**src/rtl/uart_pkg.sv**
```systemverilog
// Shared register map, bit indices and transmitter state encoding for the UART TX responder.
package uart_pkg;
  localparam logic [4:0]  TXDATA_OFS   = 5'h00;
  localparam logic [4:0]  STATUS_OFS   = 5'h08;
  localparam logic [4:0]  CTRL_OFS     = 5'h10;
  localparam logic [63:0] WINDOW_BYTES = 64'd24;

  localparam int ST_BUSY   = 0;
  localparam int ST_FULL   = 1;
  localparam int ST_EMPTY  = 2;
  localparam int ST_OVF    = 3;
  localparam int ST_LVL    = 4;
  localparam int ST_PARITY = 8;

  localparam int CTRL_IRQ_EN = 0;

  typedef enum logic [2:0] {IDLE, START, DATA, PARITY, STOP} tx_state_e;
endpackage

```
**src/rtl/uart_tx_bus_responder_fifo.sv**
```systemverilog
// Synchronous FIFO with occupancy count; push while full and pop while empty are ignored.
module sync_fifo #(
  parameter int WIDTH = 8,
  parameter int DEPTH = 8
) (
  input  logic                     clk,
  input  logic                     reset,
  input  logic                     push,
  input  logic                     pop,
  input  logic [WIDTH-1:0]         wdata,
  output logic [WIDTH-1:0]         rdata,
  output logic                     full,
  output logic                     empty,
  output logic [$clog2(DEPTH):0]   level
);
  localparam int AW = $clog2(DEPTH);

  logic [WIDTH-1:0] mem [DEPTH];
  logic [AW-1:0]    wptr, rptr;
  logic             do_push, do_pop;

  assign full    = (level == (AW+1)'(DEPTH));
  assign empty   = (level == '0);
  assign do_push = push && !full;
  assign do_pop  = pop && !empty;
  assign rdata   = mem[rptr];

  always_ff @(posedge clk) begin
    if (reset) begin
      wptr  <= '0;
      rptr  <= '0;
      level <= '0;
    end else begin
      if (do_push) wptr <= wptr + 1'b1;
      if (do_pop)  rptr <= rptr + 1'b1;
      case ({do_push, do_pop})
        2'b10:   level <= level + 1'b1;
        2'b01:   level <= level - 1'b1;
        default: level <= level;
      endcase
    end
  end

  always_ff @(posedge clk) begin
    if (do_push) mem[wptr] <= wdata;
  end
endmodule

```
**src/rtl/uart_tx_bus_responder.sv**
```systemverilog
// Memory-mapped 8N1 UART transmitter with TX FIFO and drain interrupt.
// Define UART_TX_PARITY_EN to append an even-parity bit before the stop bit.
module uart_tx_bus_responder
  import uart_pkg::*;
#(
  parameter logic [63:0] BASE_ADDR    = 64'h8000_0000,
  parameter int          CLKS_PER_BIT = 434,
  parameter int          FIFO_DEPTH   = 8,
  parameter logic [3:0]  IRQ_VECTOR   = 4'd1
) (
  input  logic        clk,
  input  logic        reset,
  input  logic [63:0] bus_address,
  input  logic [63:0] bus_write_data,
  input  logic        bus_write_enable,
  input  logic        bus_read_enable,
  output logic [63:0] bus_read_data,
  output logic        tx,
  output logic [3:0]  irq_vector,
  input  logic        irq_ack
);
  localparam int             CW       = $clog2(CLKS_PER_BIT);
  localparam int             LW       = $clog2(FIFO_DEPTH) + 1;
  localparam logic [CW-1:0]  CNT_LAST = CW'(CLKS_PER_BIT - 1);

  logic [63:0] ofs, status;
  logic        in_win, wr_tx, wr_ctrl, rd_status, rd_ctrl;
  logic        fifo_push, fifo_pop, fifo_full, fifo_empty;
  logic [7:0]  fifo_rdata;
  logic [LW-1:0] fifo_level;
  logic [31:0] lvl32;
  logic        overflow, irq_en, irq_pending;

  tx_state_e   state, state_n;
  logic [CW-1:0] cnt, cnt_n;
  logic [2:0]  bit_idx, bit_n;
  logic [7:0]  shift, shift_n;
  logic        par, par_n, tx_n, load, frame_end, cnt_done;

  assign ofs       = bus_address - BASE_ADDR;
  assign in_win    = (bus_address >= BASE_ADDR) && (ofs < WINDOW_BYTES) && (bus_address[2:0] == 3'b0);
  assign wr_tx     = bus_write_enable && in_win && (ofs[4:0] == TXDATA_OFS);
  assign wr_ctrl   = bus_write_enable && in_win && (ofs[4:0] == CTRL_OFS);
  assign rd_status = bus_read_enable  && in_win && (ofs[4:0] == STATUS_OFS);
  assign rd_ctrl   = bus_read_enable  && in_win && (ofs[4:0] == CTRL_OFS);
  assign fifo_push = wr_tx && !fifo_full;

  sync_fifo #(.WIDTH(8), .DEPTH(FIFO_DEPTH)) u_fifo (
    .clk(clk), .reset(reset), .push(fifo_push), .pop(fifo_pop), .wdata(bus_write_data[7:0]),
    .rdata(fifo_rdata), .full(fifo_full), .empty(fifo_empty), .level(fifo_level)
  );

  assign lvl32 = 32'(fifo_level);

  always_comb begin
    status                 = '0;
    status[ST_BUSY]        = (state != IDLE);
    status[ST_FULL]        = fifo_full;
    status[ST_EMPTY]       = fifo_empty;
    status[ST_OVF]         = overflow;
    status[ST_LVL +: 4]    = (lvl32 > 32'd15) ? 4'hF : lvl32[3:0];
`ifdef UART_TX_PARITY_EN
    status[ST_PARITY]      = 1'b1;
`endif
  end

  always_ff @(posedge clk) begin
    if (reset) begin
      bus_read_data <= '0;
      overflow      <= 1'b0;
      irq_en        <= 1'b0;
      irq_pending   <= 1'b0;
    end else begin
      if (bus_read_enable)
        bus_read_data <= rd_status ? status : rd_ctrl ? {63'b0, irq_en} : 64'b0;
      // the drop marker wins over a same-cycle STATUS read so no overflow is lost
      if (wr_tx && fifo_full) overflow <= 1'b1;
      else if (rd_status)     overflow <= 1'b0;
      if (wr_ctrl) irq_en <= bus_write_data[CTRL_IRQ_EN];
      if (frame_end && fifo_empty && irq_en) irq_pending <= 1'b1;
      else if (irq_ack || wr_ctrl)           irq_pending <= 1'b0;
    end
  end

  assign irq_vector = irq_pending ? IRQ_VECTOR : 4'd0;

  always_ff @(posedge clk) begin
    if (reset) begin
      state   <= IDLE;
      cnt     <= '0;
      bit_idx <= '0;
      shift   <= '0;
      par     <= 1'b0;
      tx      <= 1'b1;
    end else begin
      state   <= state_n;
      cnt     <= cnt_n;
      bit_idx <= bit_n;
      shift   <= shift_n;
      par     <= par_n;
      tx      <= tx_n;
    end
  end

  assign cnt_done = (cnt == CNT_LAST);
  assign fifo_pop = load;

  always_comb begin
    state_n   = state;
    cnt_n     = cnt;
    bit_n     = bit_idx;
    shift_n   = shift;
    par_n     = par;
    tx_n      = tx;
    load      = 1'b0;
    frame_end = 1'b0;
    case (state)
      IDLE: load = !fifo_empty;
      START:
        if (cnt_done) begin
          cnt_n = '0; bit_n = '0; tx_n = shift[0]; state_n = DATA;
        end else cnt_n = cnt + 1'b1;
      DATA:
        if (cnt_done) begin
          cnt_n = '0;
          if (bit_idx == 3'd7) begin
`ifdef UART_TX_PARITY_EN
            state_n = PARITY; tx_n = par;
`else
            state_n = STOP; tx_n = 1'b1;
`endif
          end else begin
            // shifter keeps the bit on the wire at [0], so the next one is [1]
            bit_n = bit_idx + 1'b1; shift_n = shift >> 1; tx_n = shift[1];
          end
        end else cnt_n = cnt + 1'b1;
      PARITY:
        if (cnt_done) begin
          cnt_n = '0; state_n = STOP; tx_n = 1'b1;
        end else cnt_n = cnt + 1'b1;
      STOP:
        if (cnt_done) begin
          frame_end = 1'b1;
          if (fifo_empty) begin
            state_n = IDLE; cnt_n = '0;
          end else load = 1'b1;
        end else cnt_n = cnt + 1'b1;
      default: state_n = IDLE;
    endcase
    if (load) begin
      state_n = START; cnt_n = '0; shift_n = fifo_rdata; par_n = ^fifo_rdata; tx_n = 1'b0;
    end
  end

  logic unused_bits;
  assign unused_bits = ^{bus_write_data[63:8], ofs[63:5]};
endmodule

```
**config.mk**
```make
export PLATFORM = sky130hd
export DESIGN_NAME = uart_tx_bus_responder
export DESIGN_NICKNAME = d
export VERILOG_FILES = /design/src/rtl/uart_pkg.sv /design/src/rtl/uart_tx_bus_responder_fifo.sv /design/src/rtl/uart_tx_bus_responder.sv
export SDC_FILE = /design/constraint.sdc
export NUM_CORES = 1
export LEC_CHECK = 0
export BUFFER_PORTS_ARGS = -buffer_cell sky130_fd_sc_hd__buf_2
export CAP_MARGIN = 5
export CELL_PAD_IN_SITES_DETAIL_PLACEMENT = 0
export CELL_PAD_IN_SITES_GLOBAL_PLACEMENT = 2
export CORE_MARGIN = 1
export CORE_UTILIZATION = 34
export CTS_CLUSTER_DIAMETER = 100
export DETAILED_ROUTE_END_ITERATION = 8
export PLACE_DENSITY_LB_ADDON = 0.3
export SLEW_MARGIN = 10
export SYNTH_ARGS = -nofsm -noshare
export SYNTH_HDL_FRONTEND = slang
export SYNTH_HIERARCHICAL = 1
export SYNTH_SLANG_ARGS = --single-unit
```
**constraint.sdc**
```tcl
create_clock -name clk -period 10.25 [get_ports clk]
set_input_delay 0.5125 -clock clk [delete_from_list [all_inputs] [get_ports clk]]
set_output_delay 0.5125 -clock clk [all_outputs]
set_load 0.1 [all_outputs]
```
---- Word level (Yosys, flattened, before mapping) ----
Memories as Yosys holds them, arrays and structs flattened. A register that Yosys moved wholly into a read port is not among the register bits.
Index checks and enable logic that the tools add are counted.
Widths: inputs -> output; s select.
storage, ports and cells
  input port bits ......................... 133
  memory bits (writable) .................. 64
  register bits after elaboration ......... 101
  memories ................................ 1
  logic and storage cells ................. 134
memories
  memory      words  bits a word  rd ports  clocked after Yosys merged registers in  write ports  RTL line                          source
  u_fifo.mem  8      8            1         1                                        1            uart_tx_bus_responder_fifo.sv:18  logic [WIDTH-1:0] mem [DEPTH];
operators by class
  bitwise logic cells ..................... 1
  mux-type cells .......................... 44
  reductions and logical operators ........ 38
  add/subtract/negate cells ............... 7
  $lt $le $gt $ge ......................... 3
  eq/ne operators ......................... 27
operators by type and width
  kind                    count
  $ge 64x32->1 const B    1
  $lt 64x5->1 const B     1
  $sub 64x32->64 const B  1
  $mux 8                  5
  $mux 3                  11
  $mux 9                  3
  $mux 1                  18
  $ne 3x2->1 const B      6
  $pmux 9 s2              1
  $pmux 3 s5              1
  $logic_and 1x1->1       14
  $ne 2x2->1 const B      7
  $reduce_and 7->1        2
  $reduce_bool 2->1       7
  $add 3x1->3 const B     3
  $add 9x1->9 const B     1
  $eq 9x9->1 const B      1
  $pmux 4 s2              1
  $reduce_and 4->1        2
  $eq 3x2->1 const B      2
  $eq 3x3->1 const B      2
  $logic_not 3->1         2
  $pmux 3 s2              1
  $eq 5x4->1 const B      1
  24 further kinds        26

---- Depth between registers and ports, before layout ----
  depth after elaboration ................. 10
  gate-level depth with buffers ........... 18
  depth with buffers taken out ............ 17

---- By module ----
Netlist, hierarchy kept.
modules (own cells, without submodules)
  module                 area each (µm²)  cells each  instances
  sync_fifo              3,126.7          167         1
  uart_tx_bus_responder  2,791.4          365         1

---- Least setup slack after synthesis ----
Ideal clock, no wire load.
  path kind ............................... input to register
  start point ............................. input port bus_address[41]
  end point ............................... register u_fifo.level[3]
  path buffers ............................ 1
  setup slack ............................. 5.864 ns
  arrival time ............................ 4.265 ns
  cell stages on the path ................. 13
  setup time .............................. 0.121 ns
  cell sequence ........................... or4_1 > or4_1 > buf_2 > o31ai_1 > nand3_1 > nor4b_1 > nand3_1 > nor4_1 > nand2_1 > ha_1 > or3_1 > o32ai_1 > mux2_2
on the way
  word-level cells in the longest chain between the ends .. 10
ends and longest elaborated chain
  item                                             RTL line                          source
  start: declaration                               uart_tx_bus_responder.sv:13       input logic [63:0] bus_address,
  $sub 64x32->64                                   uart_tx_bus_responder.sv:40       assign ofs = bus_address - BASE_ADDR;
  $lt 64x5->1                                      uart_tx_bus_responder.sv:41       assign in_win = (bus_address >= BASE_ADDR) && (ofs < WINDOW_BYTES) && (bus_address[2:0] == 3'b0);
  $logic_and 1x1->1 (*) (2 in series)              uart_tx_bus_responder.sv:41
  $logic_and 1x1->1 (*) (2 in series)              uart_tx_bus_responder.sv:42       assign wr_tx = bus_write_enable && in_win && (ofs[4:0] == TXDATA_OFS);
  $logic_and 1x1->1 (*)                            uart_tx_bus_responder.sv:46       assign fifo_push = wr_tx && !fifo_full;
  net fifo_push                                    uart_tx_bus_responder.sv:28       logic fifo_push, fifo_pop, fifo_full, fifo_empty;
  $logic_and 1x1->1 (*)                            uart_tx_bus_responder_fifo.sv:24  assign do_push = push && !full;
  $eq 2x1->1 or $eq 2x2->1 (tied branches)         uart_tx_bus_responder_fifo.sv:36  case ({do_push, do_pop})
  $pmux 4 s2 or $reduce_bool 2->1 (tied branches)  --
  end signal: assignment                           uart_tx_bus_responder_fifo.sv:37  2'b10: level <= level + 1'b1;
  end signal: assignment                           uart_tx_bus_responder_fifo.sv:38  2'b01: level <= level - 1'b1;
  end signal: assignment                           uart_tx_bus_responder_fifo.sv:39  default: level <= level;
  end: declaration                                 uart_tx_bus_responder_fifo.sv:14  output logic [$clog2(DEPTH):0] level
Mark *: on every way through the listed nets, which the timed path passes. The rest lies on a longest branch.
A chain may end at the register's enable or synchronous reset.

---- Worst setup path after layout ----
  start point ............................. input port bus_address[41]
  end point ............................... memory u_fifo.mem[2][5], enable pin
on the way
  word-level cells in the longest chain between the ends .. 10
ends and longest elaborated chain
  item                                 RTL line                          source
  $sub 64x32->64                       uart_tx_bus_responder.sv:40
  $lt 64x5->1                          uart_tx_bus_responder.sv:41
  $logic_and 1x1->1 (*) (2 in series)  uart_tx_bus_responder.sv:41
  $logic_and 1x1->1 (*) (2 in series)  uart_tx_bus_responder.sv:42
  $logic_and 1x1->1 (*)                uart_tx_bus_responder.sv:46
  net fifo_push                        uart_tx_bus_responder.sv:28
  $logic_and 1x1->1 (*)                uart_tx_bus_responder_fifo.sv:24
  $mux 1 (*)                           uart_tx_bus_responder_fifo.sv:45  if (do_push) mem[wptr] <= wdata;
  $mux 1 (not written as such) (*)     uart_tx_bus_responder_fifo.sv:45
  end: declaration                     uart_tx_bus_responder_fifo.sv:18
Marked as above.

==> metrics <==
status finished, final reports clean; area taken by flip-flops and latches 2880 um^2; fraction of synthesized cell area taken by the top area cell type 32.5%; CP Class input pin to flop; number of placed I/O pins 202; RSZ-0062 raised after global routing no; count of TritonRoute iterations in the first routing pass 4; Worst EP required 10.23 ns; slowest cell on the critical path nor2_1; area taken by multi-input logic gates 2680 um^2; prevailing post-synth register cell edfxtp_1; Post-CTS Hold Buffers 0; nature of the critical path endpoint flop; Die ar. 17900 um^2; maximum buffer depth of the clock tree 2; CTS Root Buffer Type clkbuf_16; weighted congestion at the end of routability-driven global placement 0.850; ys async rst share 0%; filler-free cell count of the finished design 838; Clock Sinks 112; count of pins over their slew limit 0; number of nets with antenna violations after routing 0; minimum clock period 4.89 ns; power density over the cells 145 nW/um^2; post-CTS setup buffer count 0; global-route wire length before repair 20700 um; FF+latch count, synth 112; Synth Area per Inst 11.1 um^2; filler cell count 1647; vias in the first global route 4076; count of port buffers added during placement 86; overall power 0.959 mW; clock tree from TritonCTS yes; number of cells after detailed placement 821; VDD IR max 101 uV; top area cells in the synthesized netlist edfxtp_1 (32%), dfxtp_1 (16%), buf_4 (7.6%); standard-cell rows 47; Post-layout nets 755; setup TNS 0 ns; wire length reported by the detailed router 12900 um; pre-CTS setup slack 5.00 ns; final number of hold-violating endpoints 0; stage delay of the slowest cell on the critical path 0.74 ns; share of layout cells above drive strength 1 20.6%; arrival time reported for the critical path endpoint 4.87 ns; width of the chip 134 um; Clock transition at path regs 0.08 ns; cell family with the largest share of critical-path delay simple AND/OR/NAND/NOR gates; worst-skew pair later-pin latency 0.36 ns; number of H-tree branching levels 3; GRT Resource Usage Total 14.9%; total via count after detailed routing 4237; initial antenna violation count 1; cell area after layout 6620 um^2; overall die height 134 um; worst hold margin 0.416 ns; number of remaining DRC errors 0; TritonCTS Buffers 9; post-synth top area cell edfxtp_1; drt first-iter violations 151; fraction of the cycle the final worst path needs 47.7%; initial cell density of the core 35.3%; worst path bufs/invs 1; leakage power 2.43 nW; area of the core 16800 um^2; final setup skew 0.00749 ns; fraction of the core area covered by cells at the end of the flow 39.5%; HPWL after DPL 9520 um; global-route congestion overflow total 0; combined area of all synthesized cells 5920 um^2; category of the worst setup path launch point input pin; post-place instance area 6320 um^2; # setup viols final 0; worst hold path class input pin to flop; number of cells upsized or downsized after cts 0; register-to-register path setup slack 6.75 ns; count of flip-flops with a built-in enable after synthesis 64; Vias per Instance 5.06; largest driver fanout on the critical path 8; sequential fraction of the synthesis area 48.7%; Worst Max-Slew Pin Slew 1.07 ns; sequence of cells on the critical path buf_2, or4_1, or4_1, o31ai_1, nand3_1, nor4b_1, nand3_1, nor4_1, nand2_1, or2_2, nor2_1; pin count of the biggest net entering global routing 45; total of warnings raised by yosys 6; Max Freq 205 MHz; Unique masters post-synth 61; WL/cell 15.4 um; Syn Inst Count 532; number of violations of the max-capacitance limit 0; Synth-to-Final Area Change 11.9%; worst rel slew slack 28.2%; post-layout worst setup margin 5.36 ns
cells by family (layout without fill, tap and decap cells):
family	Yosys count	after routing	synth area share, %
XOR/XNOR	14	14	2.07
AND/OR/NAND/NOR	209	209	19.5
adder cells (fa/ha/maj)	10	10	2.11
multiplexers	32	32	9.94
AO/OA/AOI/OAI	70	70	7.95
flip-flops	112	112	48.7
other	1	60	0.0634
buffers and inverters	84	111	9.70
worst register-to-register path, stage by stage, from the launching register on:
cell and delay [ns]:
dfxtp_1 0.51, nor4_1 0.11, buf_4 0.17, nor3_1 0.29, a21boi_1 0.64, o41a_1 0.40
ha_1 0.35, or3_1 0.39, o32ai_1 0.16, mux2_2 0.37
Yosys cell counts, drive strengths merged (14+ instances only):
| master | number |
|---|---|
| nand2b | 14 |
| nor4 | 20 |
| nand2 | 29 |
| o21ai | 14 |
| nor2 | 51 |
| nand4 | 14 |
| a21oi | 22 |
| mux4 | 16 |
| dfxtp | 48 |
| nor3 | 22 |
| edfxtp | 64 |
| buf | 66 |
cell usage in the layout (no fill, tap or decap), types with 7 or more instances in the layout:
master     count
nor2b_1        9
ha_1          10
o21ai_0        8
mux2i_1        7
mux4_1        15
nor4_1        19
clkbuf_16      9
edfxtp_1      64
dfxtp_1       48
nand2_1       29
conb_1        59
buf_2         86
nor2_1        51
nand2b_1      14
xor2_1        12
a21oi_1       22
nand4_1       14
mux2_2         9
nor3_1        21
nand3_1       12
metal layers:
| metal | vias up | wire [um] | global-route usage [%] |
|---|---|---|---|
| met5 | - | 0 | 0 |
| met4 | 0 | 212 | 6.19 |
| met3 | 19 | 454 | 2.72 |
| met2 | 106 | 6370 | 25.4 |
| met1 | 2063 | 5840 | 18.5 |
| li1 | 2049 | - | - |
final timing paths:
kind / startpoint / end / cells past startpoint
max: bus_address[41] / u_fifo/mem[2][5] / 11
min: bus_write_data[2] / u_fifo/mem[1][2] / 1
max reg2reg: u_fifo/level[1] / u_fifo/level[3] / 9
min reg2reg: bus_read_data[1] / bus_read_data[1] / 2
state kept, by name, indices dropped and copies added (netlist names), 3 cells and up, named ones only:
signal,cells
cnt,9
shift,8
state,3
u_fifo/wptr,3
bus_read_data,8
u_fifo/rptr,3
u_fifo/mem,64
bit_idx,3
u_fifo/level,4
layout make-up:
| class | instances | area share [%] |
|---|---|---|
| sequential | 112 | 43.5 |
| multi-input combinational | 394 | 40.5 |
| timing repair buffer | 89 | 6.84 |
| tap | 220 | 4.16 |
| clock buffer | 9 | 3.40 |
| clock inverter | 7 | 1.13 |
| inverter | 6 | 0.340 |
| antenna | 1 | 0.0378 |
where the power goes:
| part | leakage, nW | switching, mW | internal (mW) |
|---|---|---|---|
| combinational | 1.32 | 0.118 | 0.0173 |
| clock | 0.145 | 0.176 | 0.175 |
| sequential | 0.961 | 0.000000000000000941 | 0.473 |
Note: power is estimated with default switching activity, not from simulation.
